## config.mk

```make
export PLATFORM = sky130hd
export DESIGN_NAME = i2c_byte_master
export DESIGN_NICKNAME = d
export VERILOG_FILES = /design/src/rtl/i2c_byte_master_pkg.sv /design/src/rtl/i2c_quarter_timer.sv /design/src/rtl/i2c_byte_master.sv
export SDC_FILE = /design/constraint.sdc
export NUM_CORES = 1
export LEC_CHECK = 0
export CAP_MARGIN = 20
export CORE_MARGIN = 10
export CORE_UTILIZATION = 49
export DETAILED_ROUTE_END_ITERATION = 6
export GPL_ROUTABILITY_DRIVEN = 0
export HOLD_SLACK_MARGIN = 0.06
export PLACE_DENSITY = 0.71
export SLEW_MARGIN = 10
export SYNTH_ARGS = -nofsm -noshare
export SYNTH_HDL_FRONTEND = slang
export SYNTH_SLANG_ARGS = --single-unit
```

## constraint.sdc

```tcl
create_clock -name clk -period 2.5 [get_ports clk]
set_clock_uncertainty 0.2 [all_clocks]
set_input_delay 0.5 -clock clk [delete_from_list [all_inputs] [get_ports clk]]
set_output_delay 0.5 -clock clk [all_outputs]
set_load 0.01 [all_outputs]
```

## src/rtl/i2c_byte_master_pkg.sv

```systemverilog
// Shared types and constants for the I2C byte master: FSM state encoding,
// register map addresses, CMD/STATUS bit positions and phase sequencing helper.
package i2c_byte_master_pkg;

    typedef enum logic [2:0] {
        S_IDLE  = 3'd0,
        S_START = 3'd1,
        S_WRITE = 3'd2,
        S_READ  = 3'd3,
        S_STOP  = 3'd4
    } state_e;

    localparam logic [1:0] ADDR_DATA = 2'd0;
    localparam logic [1:0] ADDR_CMD  = 2'd1;
    localparam logic [1:0] ADDR_DIV  = 2'd2;

    localparam int CMD_START   = 0;
    localparam int CMD_STOP    = 1;
    localparam int CMD_WRITE   = 2;
    localparam int CMD_READ    = 3;
    localparam int CMD_ACK_OUT = 4;

    localparam int STAT_BUSY    = 0;
    localparam int STAT_RX_NACK = 1;
    localparam int STAT_DONE    = 2;

    // Phase that follows 'cur' given the requested phases. WRITE wins over
    // READ when both are requested; the READ is simply dropped.
    function automatic state_e phase_after(input state_e cur, input logic do_wr,
                                           input logic do_rd, input logic do_stp);
        state_e nxt;
        nxt = S_IDLE;
        case (cur)
            S_START: begin
                if (do_wr)       nxt = S_WRITE;
                else if (do_rd)  nxt = S_READ;
                else if (do_stp) nxt = S_STOP;
                else             nxt = S_IDLE;
            end
            S_WRITE, S_READ: nxt = do_stp ? S_STOP : S_IDLE;
            default:         nxt = S_IDLE;
        endcase
        return nxt;
    endfunction

endpackage

```

## src/rtl/i2c_quarter_timer.sv

```systemverilog
// Quarter-period timer: each quarter lasts DIVIDER+1 clk cycles. tick_o marks
// the last cycle of a quarter; quarter_o is the q0-q3 index. hold_i freezes the
// count (slave clock stretching). Counter is cleared whenever run_i is low.
module i2c_quarter_timer (
    input  logic        clk,
    input  logic        reset_n,
    input  logic        run_i,
    input  logic        hold_i,
    input  logic [15:0] divider_i,
    output logic        tick_o,
    output logic [1:0]  quarter_o
);

    logic [15:0] cnt_q, cnt_d;
    logic [1:0]  quarter_q, quarter_d;

    assign tick_o    = run_i && !hold_i && (cnt_q == divider_i);
    assign quarter_o = quarter_q;

    // Next count: reset when idle, wrap on tick, freeze while held.
    always_comb begin
        cnt_d     = cnt_q;
        quarter_d = quarter_q;
        if (!run_i) begin
            cnt_d     = 16'd0;
            quarter_d = 2'd0;
        end else if (tick_o) begin
            cnt_d     = 16'd0;
            quarter_d = quarter_q + 2'd1;
        end else if (!hold_i) begin
            cnt_d = cnt_q + 16'd1;
        end
    end

    // Counter registers.
    always_ff @(posedge clk or negedge reset_n) begin
        if (!reset_n) begin
            cnt_q     <= 16'd0;
            quarter_q <= 2'd0;
        end else begin
            cnt_q     <= cnt_d;
            quarter_q <= quarter_d;
        end
    end

endmodule

```

## src/rtl/i2c_byte_master.sv

```systemverilog
// I2C single-byte master with a small register interface (DATA, CMD/STATUS,
// DIVIDER). Executes START, WRITE or READ, STOP phases in that order.
// Optional build macro I2C_CLK_STRETCH_EN: hold the quarter counter in q1
// while the slave keeps SCL low; without it scl_in is ignored.
module i2c_byte_master
    import i2c_byte_master_pkg::*;
#(
    parameter logic [15:0] DIV_RESET = 16'd124
) (
    input  logic        clk,
    input  logic        reset_n,
    input  logic [1:0]  address,
    input  logic        chipselect,
    input  logic        write_n,
    input  logic [15:0] writedata,
    output logic [15:0] readdata,
    output logic        scl_oe,
    output logic        sda_oe,
    input  logic        scl_in,
    input  logic        sda_in
);

    state_e      state_q, state_d;
    logic [3:0]  bit_q, bit_d;
    logic [7:0]  txdata_q, txdata_d;
    logic [7:0]  rxdata_q, rxdata_d;
    logic [7:0]  rxsh_q, rxsh_d;
    logic [15:0] divider_q, divider_d;
    logic        done_q, done_d;
    logic        rx_nack_q, rx_nack_d;
    logic        do_wr_q, do_wr_d, do_rd_q, do_rd_d, do_stop_q, do_stop_d;
    logic        ack_out_q, ack_out_d;

    logic        busy, wr_en, tick, hold;
    logic [1:0]  quarter;

    assign busy  = (state_q != S_IDLE);
    assign wr_en = chipselect && !write_n && !busy;

`ifdef I2C_CLK_STRETCH_EN
    assign hold = (quarter == 2'd1) && !scl_in;
`else
    // scl_in is deliberately ignored: timing is purely DIVIDER-driven.
    assign hold = 1'b0 & scl_in;
`endif

    i2c_quarter_timer u_timer (
        .clk       (clk),
        .reset_n   (reset_n),
        .run_i     (busy),
        .hold_i    (hold),
        .divider_i (divider_q),
        .tick_o    (tick),
        .quarter_o (quarter)
    );

    // Next-state logic: register writes when idle, phase sequencing on ticks.
    always_comb begin
        state_d   = state_q;
        bit_d     = bit_q;
        txdata_d  = txdata_q;
        rxdata_d  = rxdata_q;
        rxsh_d    = rxsh_q;
        divider_d = divider_q;
        done_d    = done_q;
        rx_nack_d = rx_nack_q;
        do_wr_d   = do_wr_q;
        do_rd_d   = do_rd_q;
        do_stop_d = do_stop_q;
        ack_out_d = ack_out_q;

        if (wr_en) begin
            case (address)
                ADDR_DATA: txdata_d = writedata[7:0];
                ADDR_DIV:  divider_d = writedata;
                ADDR_CMD: begin
                    if (|writedata[3:0]) begin
                        do_wr_d   = writedata[CMD_WRITE];
                        do_rd_d   = writedata[CMD_READ];
                        do_stop_d = writedata[CMD_STOP];
                        ack_out_d = writedata[CMD_ACK_OUT];
                        done_d    = 1'b0;
                        bit_d     = 4'd0;
                        state_d   = writedata[CMD_START] ? S_START :
                                    phase_after(S_START, writedata[CMD_WRITE],
                                                writedata[CMD_READ], writedata[CMD_STOP]);
                    end
                end
                default: ;
            endcase
        end

        if (tick) begin
            if (state_q == S_WRITE && quarter == 2'd2 && bit_q == 4'd8)
                rx_nack_d = sda_in;
            if (state_q == S_READ && quarter == 2'd2 && bit_q < 4'd8)
                rxsh_d = {rxsh_q[6:0], sda_in};
            if (state_q == S_READ && quarter == 2'd3 && bit_q == 4'd7)
                rxdata_d = rxsh_q;
            if (quarter == 2'd3) begin
                case (state_q)
                    S_START: state_d = phase_after(S_START, do_wr_q, do_rd_q, do_stop_q);
                    S_WRITE, S_READ: begin
                        if (bit_q == 4'd8) begin
                            bit_d   = 4'd0;
                            state_d = phase_after(state_q, do_wr_q, do_rd_q, do_stop_q);
                        end else begin
                            bit_d = bit_q + 4'd1;
                        end
                    end
                    S_STOP:  state_d = S_IDLE;
                    default: state_d = S_IDLE;
                endcase
            end
        end

        if (busy && state_d == S_IDLE)
            done_d = 1'b1;
    end

    // Pad drive per phase and quarter; SDA only changes at q0 of a data bit.
    always_comb begin
        scl_oe = 1'b0;
        sda_oe = 1'b0;
        case (state_q)
            S_START: begin
                sda_oe = (quarter >= 2'd2);
                scl_oe = (quarter == 2'd3);
            end
            S_WRITE, S_READ: begin
                scl_oe = (quarter == 2'd0) || (quarter == 2'd3);
                if (state_q == S_WRITE && bit_q < 4'd8)
                    sda_oe = ~txdata_q[3'd7 - bit_q[2:0]];
                else if (state_q == S_READ && bit_q == 4'd8)
                    sda_oe = ~ack_out_q;
            end
            S_STOP: begin
                scl_oe = (quarter == 2'd0);
                sda_oe = (quarter <= 2'd1);
            end
            default: ;
        endcase
    end

    // Register read mux; reads have no side effects.
    always_comb begin
        readdata = 16'h0000;
        case (address)
            ADDR_DATA: readdata = {8'h00, rxdata_q};
            ADDR_CMD:  readdata = {13'h0000, done_q, rx_nack_q, busy};
            ADDR_DIV:  readdata = divider_q;
            default:   readdata = 16'h0000;
        endcase
    end

    // State and register file.
    always_ff @(posedge clk or negedge reset_n) begin
        if (!reset_n) begin
            state_q   <= S_IDLE;
            bit_q     <= 4'd0;
            txdata_q  <= 8'h00;
            rxdata_q  <= 8'h00;
            rxsh_q    <= 8'h00;
            divider_q <= DIV_RESET;
            done_q    <= 1'b0;
            rx_nack_q <= 1'b0;
            do_wr_q   <= 1'b0;
            do_rd_q   <= 1'b0;
            do_stop_q <= 1'b0;
            ack_out_q <= 1'b0;
        end else begin
            state_q   <= state_d;
            bit_q     <= bit_d;
            txdata_q  <= txdata_d;
            rxdata_q  <= rxdata_d;
            rxsh_q    <= rxsh_d;
            divider_q <= divider_d;
            done_q    <= done_d;
            rx_nack_q <= rx_nack_d;
            do_wr_q   <= do_wr_d;
            do_rd_q   <= do_rd_d;
            do_stop_q <= do_stop_d;
            ack_out_q <= ack_out_d;
        end
    end

endmodule

```

# --- Yosys cells after proc, flatten, opt, wreduce, memory -nomap -nowiden ---
# Cells that the tools add are included.
totals:
  ff_bits: 71
  input_bits: 24
classes:
  n_addsub: 4
  n_lt_le_gt_ge: 4
  n_eq_ne: 12
  muxes: 36
  bitwise_logic: 2
  n_reduce_logical: 31
op_table:
  columns: ["op", "count"]
  rows:
  - ["16-bit one-hot mux with 3 select lines", 1]
  - ["3-bit 2-to-1 mux", 13]
  - ["16-bit 2-to-1 mux", 2]
  - ["4-bit 2-to-1 mux", 7]
  - ["16-bit by 1-bit adder with 16-bit output, second input constant", 1]
  - ["16-bit equality test", 1]
  - ["1-bit logical AND", 12]
  - ["2-bit AND reduction", 5]
  - ["1-bit 2-to-1 mux", 7]
  - ["2-bit equality test, second input constant", 3]
  - ["3-bit by 2-bit equality test with 1-bit output, second input constant", 2]
  - ["1-bit one-hot mux with 3 select lines", 2]
  - ["3-bit one-hot mux with 2 select lines", 1]
  - ["3-bit AND reduction", 2]
  - ["2-bit nonzero test", 3]
  - ["4-bit by 1-bit adder with 4-bit output, second input constant", 1]
  - ["4-bit by 3-bit equality test with 1-bit output, second input constant", 1]
  - ["4-bit equality test, second input constant", 1]
  - ["2-bit zero test", 2]
  - ["3-bit by 4-bit < comparator with 1-bit output, second input constant", 1]
  - ["4-bit < comparator, second input constant", 1]
  - ["2-bit 2-to-1 mux", 2]
  - ["4-bit OR reduction", 1]
  - ["1-bit binary-select mux with 3-bit select", 1]
  - ["other kinds (14)", 16]

# --- Longest topological paths before layout ---
# Gate-level depths: netlist of the first run.
depth:
  word_depth: 15
  ltp_mapped: 8

# --- By module ---
# Synthesis of the first run repeated with hierarchy kept, for this count alone.
unflattened:
  hier_cells: 345
  area_unflattened_um2: 3813.7
modules_own_cells:
  columns: ["module", "instances", "cells_per_inst", "area_each_um2", "seq_area_each_um2"]
  rows:
  - ["i2c_byte_master", 1, 226, 2697.6, 1332.5]
  - ["i2c_quarter_timer", 1, 119, 1116.1, 450.4]

# --- Worst setup path after synthesis of the first run ---
# Ideal clock, no wire load.
synth_timing:
  path_type: "register to output"
  start: "reg bit_q[0]"
  end: "out sda_oe"
  arrival_ns: 1.555
  required_ns: 1.800
  path_slack_ns: 0.245
  stages_incl_launch_ff: 6
  path_buffers: 1
  path_cell_list: "dfrtp_1 clkbuf_1 mux4_2 mux2i_1 nand2_1 o21ai_0"
synth_via:
  elab_chain_len: 6
  word_cells_on_any_way: 11
  cone_classes: "add/sub (1); order compare (1); eq/ne (1); mux (5); bitwise (1); reduce/logical (2)"
synth_rtl:
  columns: ["element", "line", "rtl"]
  rows:
  - ["start, declared", "i2c_byte_master.sv:24", "logic [3:0] bit_q, bit_d;"]
  - ["start signal, assigned", "i2c_byte_master.sv:173", "bit_q <= bit_d;"]
  - ["3-bit subtractor", "i2c_byte_master.sv:133", "sda_oe = ~txdata_q[3'd7 - bit_q[2:0]];"]
  - ["1-bit binary-select mux with 3-bit select", "i2c_byte_master.sv:133", null]
  - ["1-bit 2-to-1 mux (not written as such)", "i2c_byte_master.sv:133", null]
  - ["1-bit inverter", "i2c_byte_master.sv:133", null]
  - ["1-bit 2-to-1 mux (*)", "i2c_byte_master.sv:132", "if (state_q == S_WRITE && bit_q < 4'd8)"]
  - ["1-bit one-hot mux with 3 select lines (*)", "i2c_byte_master.sv:125", "case (state_q)"]
  - ["end, declared", "i2c_byte_master.sv:18", "output logic sda_oe,"]
# Every way passes the cells marked *; elsewhere a longest branch is shown, timed or not. The select of a mux whose other input is x is not followed.

# --- Worst setup path in the final report of the first run ---
# Ends and elaborated chain as after synthesis.

==> summary.md, run 1 <==
| Metric | Value |
|---|---|
| Critical Path Fanout Max | `4` |
| Top cells by area, synth | `dfrtp_1, mux2_2, xor2_1` |
| CP Cell Sequence | `or4b_4 > nor3_2 > a21oi_1 > o21ai_1 > buf_2` |
| First-pass GRT wire length | `14100 microns` |
| Avg WL per Cell | `16.6 microns` |
| Sequential-to-total area share from yosys stat | `47.8%` |
| Share of cells above drive strength 1 | `26.1%` |
| Area post-placement | `4400 sq um` |
| Sw frac | `35.0%` |
| Initial antenna violation count | `0` |
| Row count | `31` |
| Net Sw Power | `1380 uW` |
| Slew margin rel. | `71.4%` |
| Final hold vios | `0` |
| # setup viols final | `1` |
| H-tree levels | `3` |
| Syn Inst Count | `322` |
| Crit-path max cell delay | `0.57 ns` |
| Sequential power share | `44.7%` |
| First-pass DRT Iterations | `4` |
| N_diodes | `0` |
| Distinct cells, synth | `53` |
| Worst path slowest cell | `or4b_4` |
| Largest net degree at the start of global routing | `72` |
| Syn Nets | `352` |
| Ys Warns | `0` |
| Clk sinks | `71` |
| Least-Margin Pin Slew | `0.424 ns` |
| Die Area | `11500 sq um` |
| Synthesized cell area | `3730 sq um` |
| Placeable Area | `7330 sq um` |
| Initial Util | `50.9%` |
| Period utilisation layout | `101%` |
| Total CTS buffers | `9` |
| Detail Route Antenna Nets | `0` |
| Worst-path clk slew | `0.09 ns` |
| Residual DRC | `0` |
| Status | `finished, violations left` |
| Design area | `4620 sq um` |
| Clock power frac | `22.1%` |
| Crit. End Element | `primary output` |
| Port Buffer Count | `40` |
| Worst min path class | `reg2reg` |
| Nets | `420` |
| Max-slew violation count | `0` |
| Leak | `0.00222 uW` |
| Most frequent cells in the layout | `dfrtp_1, nor2_1, buf_4` |
| Die width | `107 microns` |
| Critical Path AT | `1.82 ns` |
| Die height | `107 microns` |
| CP Data Required Time | `1.80 ns` |
| Post-route worst setup slack | `-0.0221 ns` |
| Vias | `2678` |
| Clock Path Buffers | `2` |
| Max Cap Violations | `0` |
| Crit path kind | `reg2out` |
| Worst setup SP type | `register` |
| P&R area growth vs syn | `23.8%` |
| Clk Latency, worst-skew pair | `0.35 ns` |
| Failing checks | `negative setup slack` |
| Root Buffer | `clkbuf_8` |
| Mean Syn Cell Area | `11.6 sq um` |
| Total wire length | `8190 microns` |
| Final Util | `63.0%` |
| Congestion Overflow GR | `0` |
| TritonCTS clock tree | `done` |
| RSZ-0062 raised after global routing | `true` |
| Most common cell after layout, fill and taps aside | `dfrtp_1` |
| Yosys reg bits | `71` |
| Internal cell power | `2560 uW` |
| DR vias/cell | `5.42` |
| Maximum VDD drop | `500 uV` |
| Pre-CTS setup slack | `-0.246 ns` |
| Fin crit period | `2.52 ns` |
| Pwr Density | `854 nW/um^2` |
| Combinational power share | `33.2%` |
| Detailed placement HPWL | `6050 microns` |
| Initial DRC count | `114` |
| Yosys top cell by area | `dfrtp_1` |
| Fmax | `396 MHz` |
| All-Layer GR Usage | `15.1%` |
| Io pins | `42` |
| Synth top area share | `44.3%` |
| Vias in the first global route | `2791` |
==> state kept, by name (all words and copies together) (netlist names) <==
signal	count
txdata_q	8
done_q	1
do_rd_q	1
rxsh_q	8
do_wr_q	1
bit_q	4
state_q	3
u_timer.quarter_o	2
divider_q	16
ack_out_q	1
rx_nack_q	1
rxdata_q	8
do_stop_q	1
u_timer.cnt_q	16
==> layout make-up <==
| class | count | area (sq um) |
|---|---|---|
| multi-input cells | 233 | 1870 |
| inverters | 6 | 22.5 |
| clock buffers | 10 | 138 |
| clock inverters | 6 | 50.0 |
| flip-flops and latches | 71 | 1780 |
| fillers | 584 | 2720 |
| well taps | 99 | 124 |
| repair buffers | 69 | 628 |
==> through the flow <==
step	hold slack [ns]	TNS (ns)	std cells	total power, uW
after floorplan	0.00441	0	322	2610
after global placement	0.275	-3.20	475	3090
after detailed placement	0.280	-3.30	475	3130
after CTS	0.301	-0.0762	494	3990
after global routing	0.312	-0.121	494	4210
final	0.296	-0.0221	494	3940
==> power by group through the flow <==
stage	clock network [uW]	logic, uW	registers, uW
after detailed placement	0	1350	1780
after global routing	940	1460	1810
final	871	1310	1760
after CTS	898	1320	1760
after global placement	0	1320	1770
after floorplan	0	917	1690
==> worst max-delay path: cells and delay by family, from the launching register on <==
| kind | cells | cell delay [ns] |
|---|---|---|
| and+or+nand+nor | 2 | 0.69 |
| DFF | 1 | 0.45 |
| AOI/OAI and AO/OA | 2 | 0.18 |
| buffers and inverters | 1 | 0.15 |
==> kinds of logic after synthesis <==
family,share of synthesized area [%]
DFF,47.8
adders and majority gates,2.01
xor gates and xnor gates,7.48
buffers and inverters,2.42
and+or+nand+nor,17.5
muxes,16.8
AOI/OAI and AO/OA,5.97
==> per-layer routing <==
layer | part of all wire [%] | vias to the layer above | track usage [%]
li1 | - | 1278 | -
met1 | 47 | 1322 | 19.3
met2 | 47 | 72 | 24.1
met3 | 6.0 | 6 | 4.97
met4 | 0.70 | 0 | 3.48
met5 | 0 | - | 0
==> worst paths after layout <==
path	from	cells past startpoint	slack, ns	endpoint
min in group asynchronous	reset_n	3	0.49	u_timer.cnt_q[9]$_DFF_PN0_
min reg2reg	rxdata_q[2]$_DFFE_PN0P_	1	0.30	rxdata_q[2]$_DFFE_PN0P_
max in group asynchronous	reset_n	3	1.27	divider_q[6]$_DFFE_PN1P_
max	bit_q[0]$_DFF_PN0_	5	-0.02	sda_oe
max reg2reg	u_timer.cnt_q[11]$_DFF_PN0_	5	0.18	rxsh_q[6]$_DFFE_PN0P_
min	rxdata_q[2]$_DFFE_PN0P_	1	0.30	rxdata_q[2]$_DFFE_PN0P_
==> synth_stat cells (all sizes together) <==
library cell   n
xor2          23
o32ai          1
nand2b         3
o41ai          1
o21ai         13
a21o           1
o22ai          3
o211ai         5
xnor2          8
a32o           1
and3           4
a22oi          1
nor3           4
nand4          6
buf            5
nand2         18
dfstp          5
a21oi          7
inv            6
or4b           1
nor3b          3
and2           8
nor2b          8
and4           4
clkbuf         7
dfrtp         66
mux2i          9
ha             6
nor2          30
o31a           1
nor4           5
nor4b          1
nand3         11
o31ai          1
and4b          1
mux4           2
mux2          41
nand3b         2
==> repair_timing <==
action	CTS	global route
hold buffers	1	0
pin swaps	1	0
resized for setup	22	6
gates cloned	0	0
setup endpoints to repair	18	13
setup buffers	2	0
endpoints found under the hold margin	66	0
(Power assumes the default switching activity.)
==> run 2, diff against run 1 <==
--- a/config.mk
+++ b/config.mk
@@ -8,11 +8,12 @@
 export CAP_MARGIN = 20
 export CORE_MARGIN = 10
 export CORE_UTILIZATION = 49
+export CTS_CLUSTER_SIZE = 10
 export DETAILED_ROUTE_END_ITERATION = 6
 export GPL_ROUTABILITY_DRIVEN = 0
 export HOLD_SLACK_MARGIN = 0.06
 export PLACE_DENSITY = 0.71
-export SLEW_MARGIN = 10
+export SLEW_MARGIN = 0
 export SYNTH_ARGS = -nofsm -noshare
 export SYNTH_HDL_FRONTEND = slang
 export SYNTH_SLANG_ARGS = --single-unit
==> results of run 2 <==
The final DEF is identical to that of run 1; final timing and power are the same.
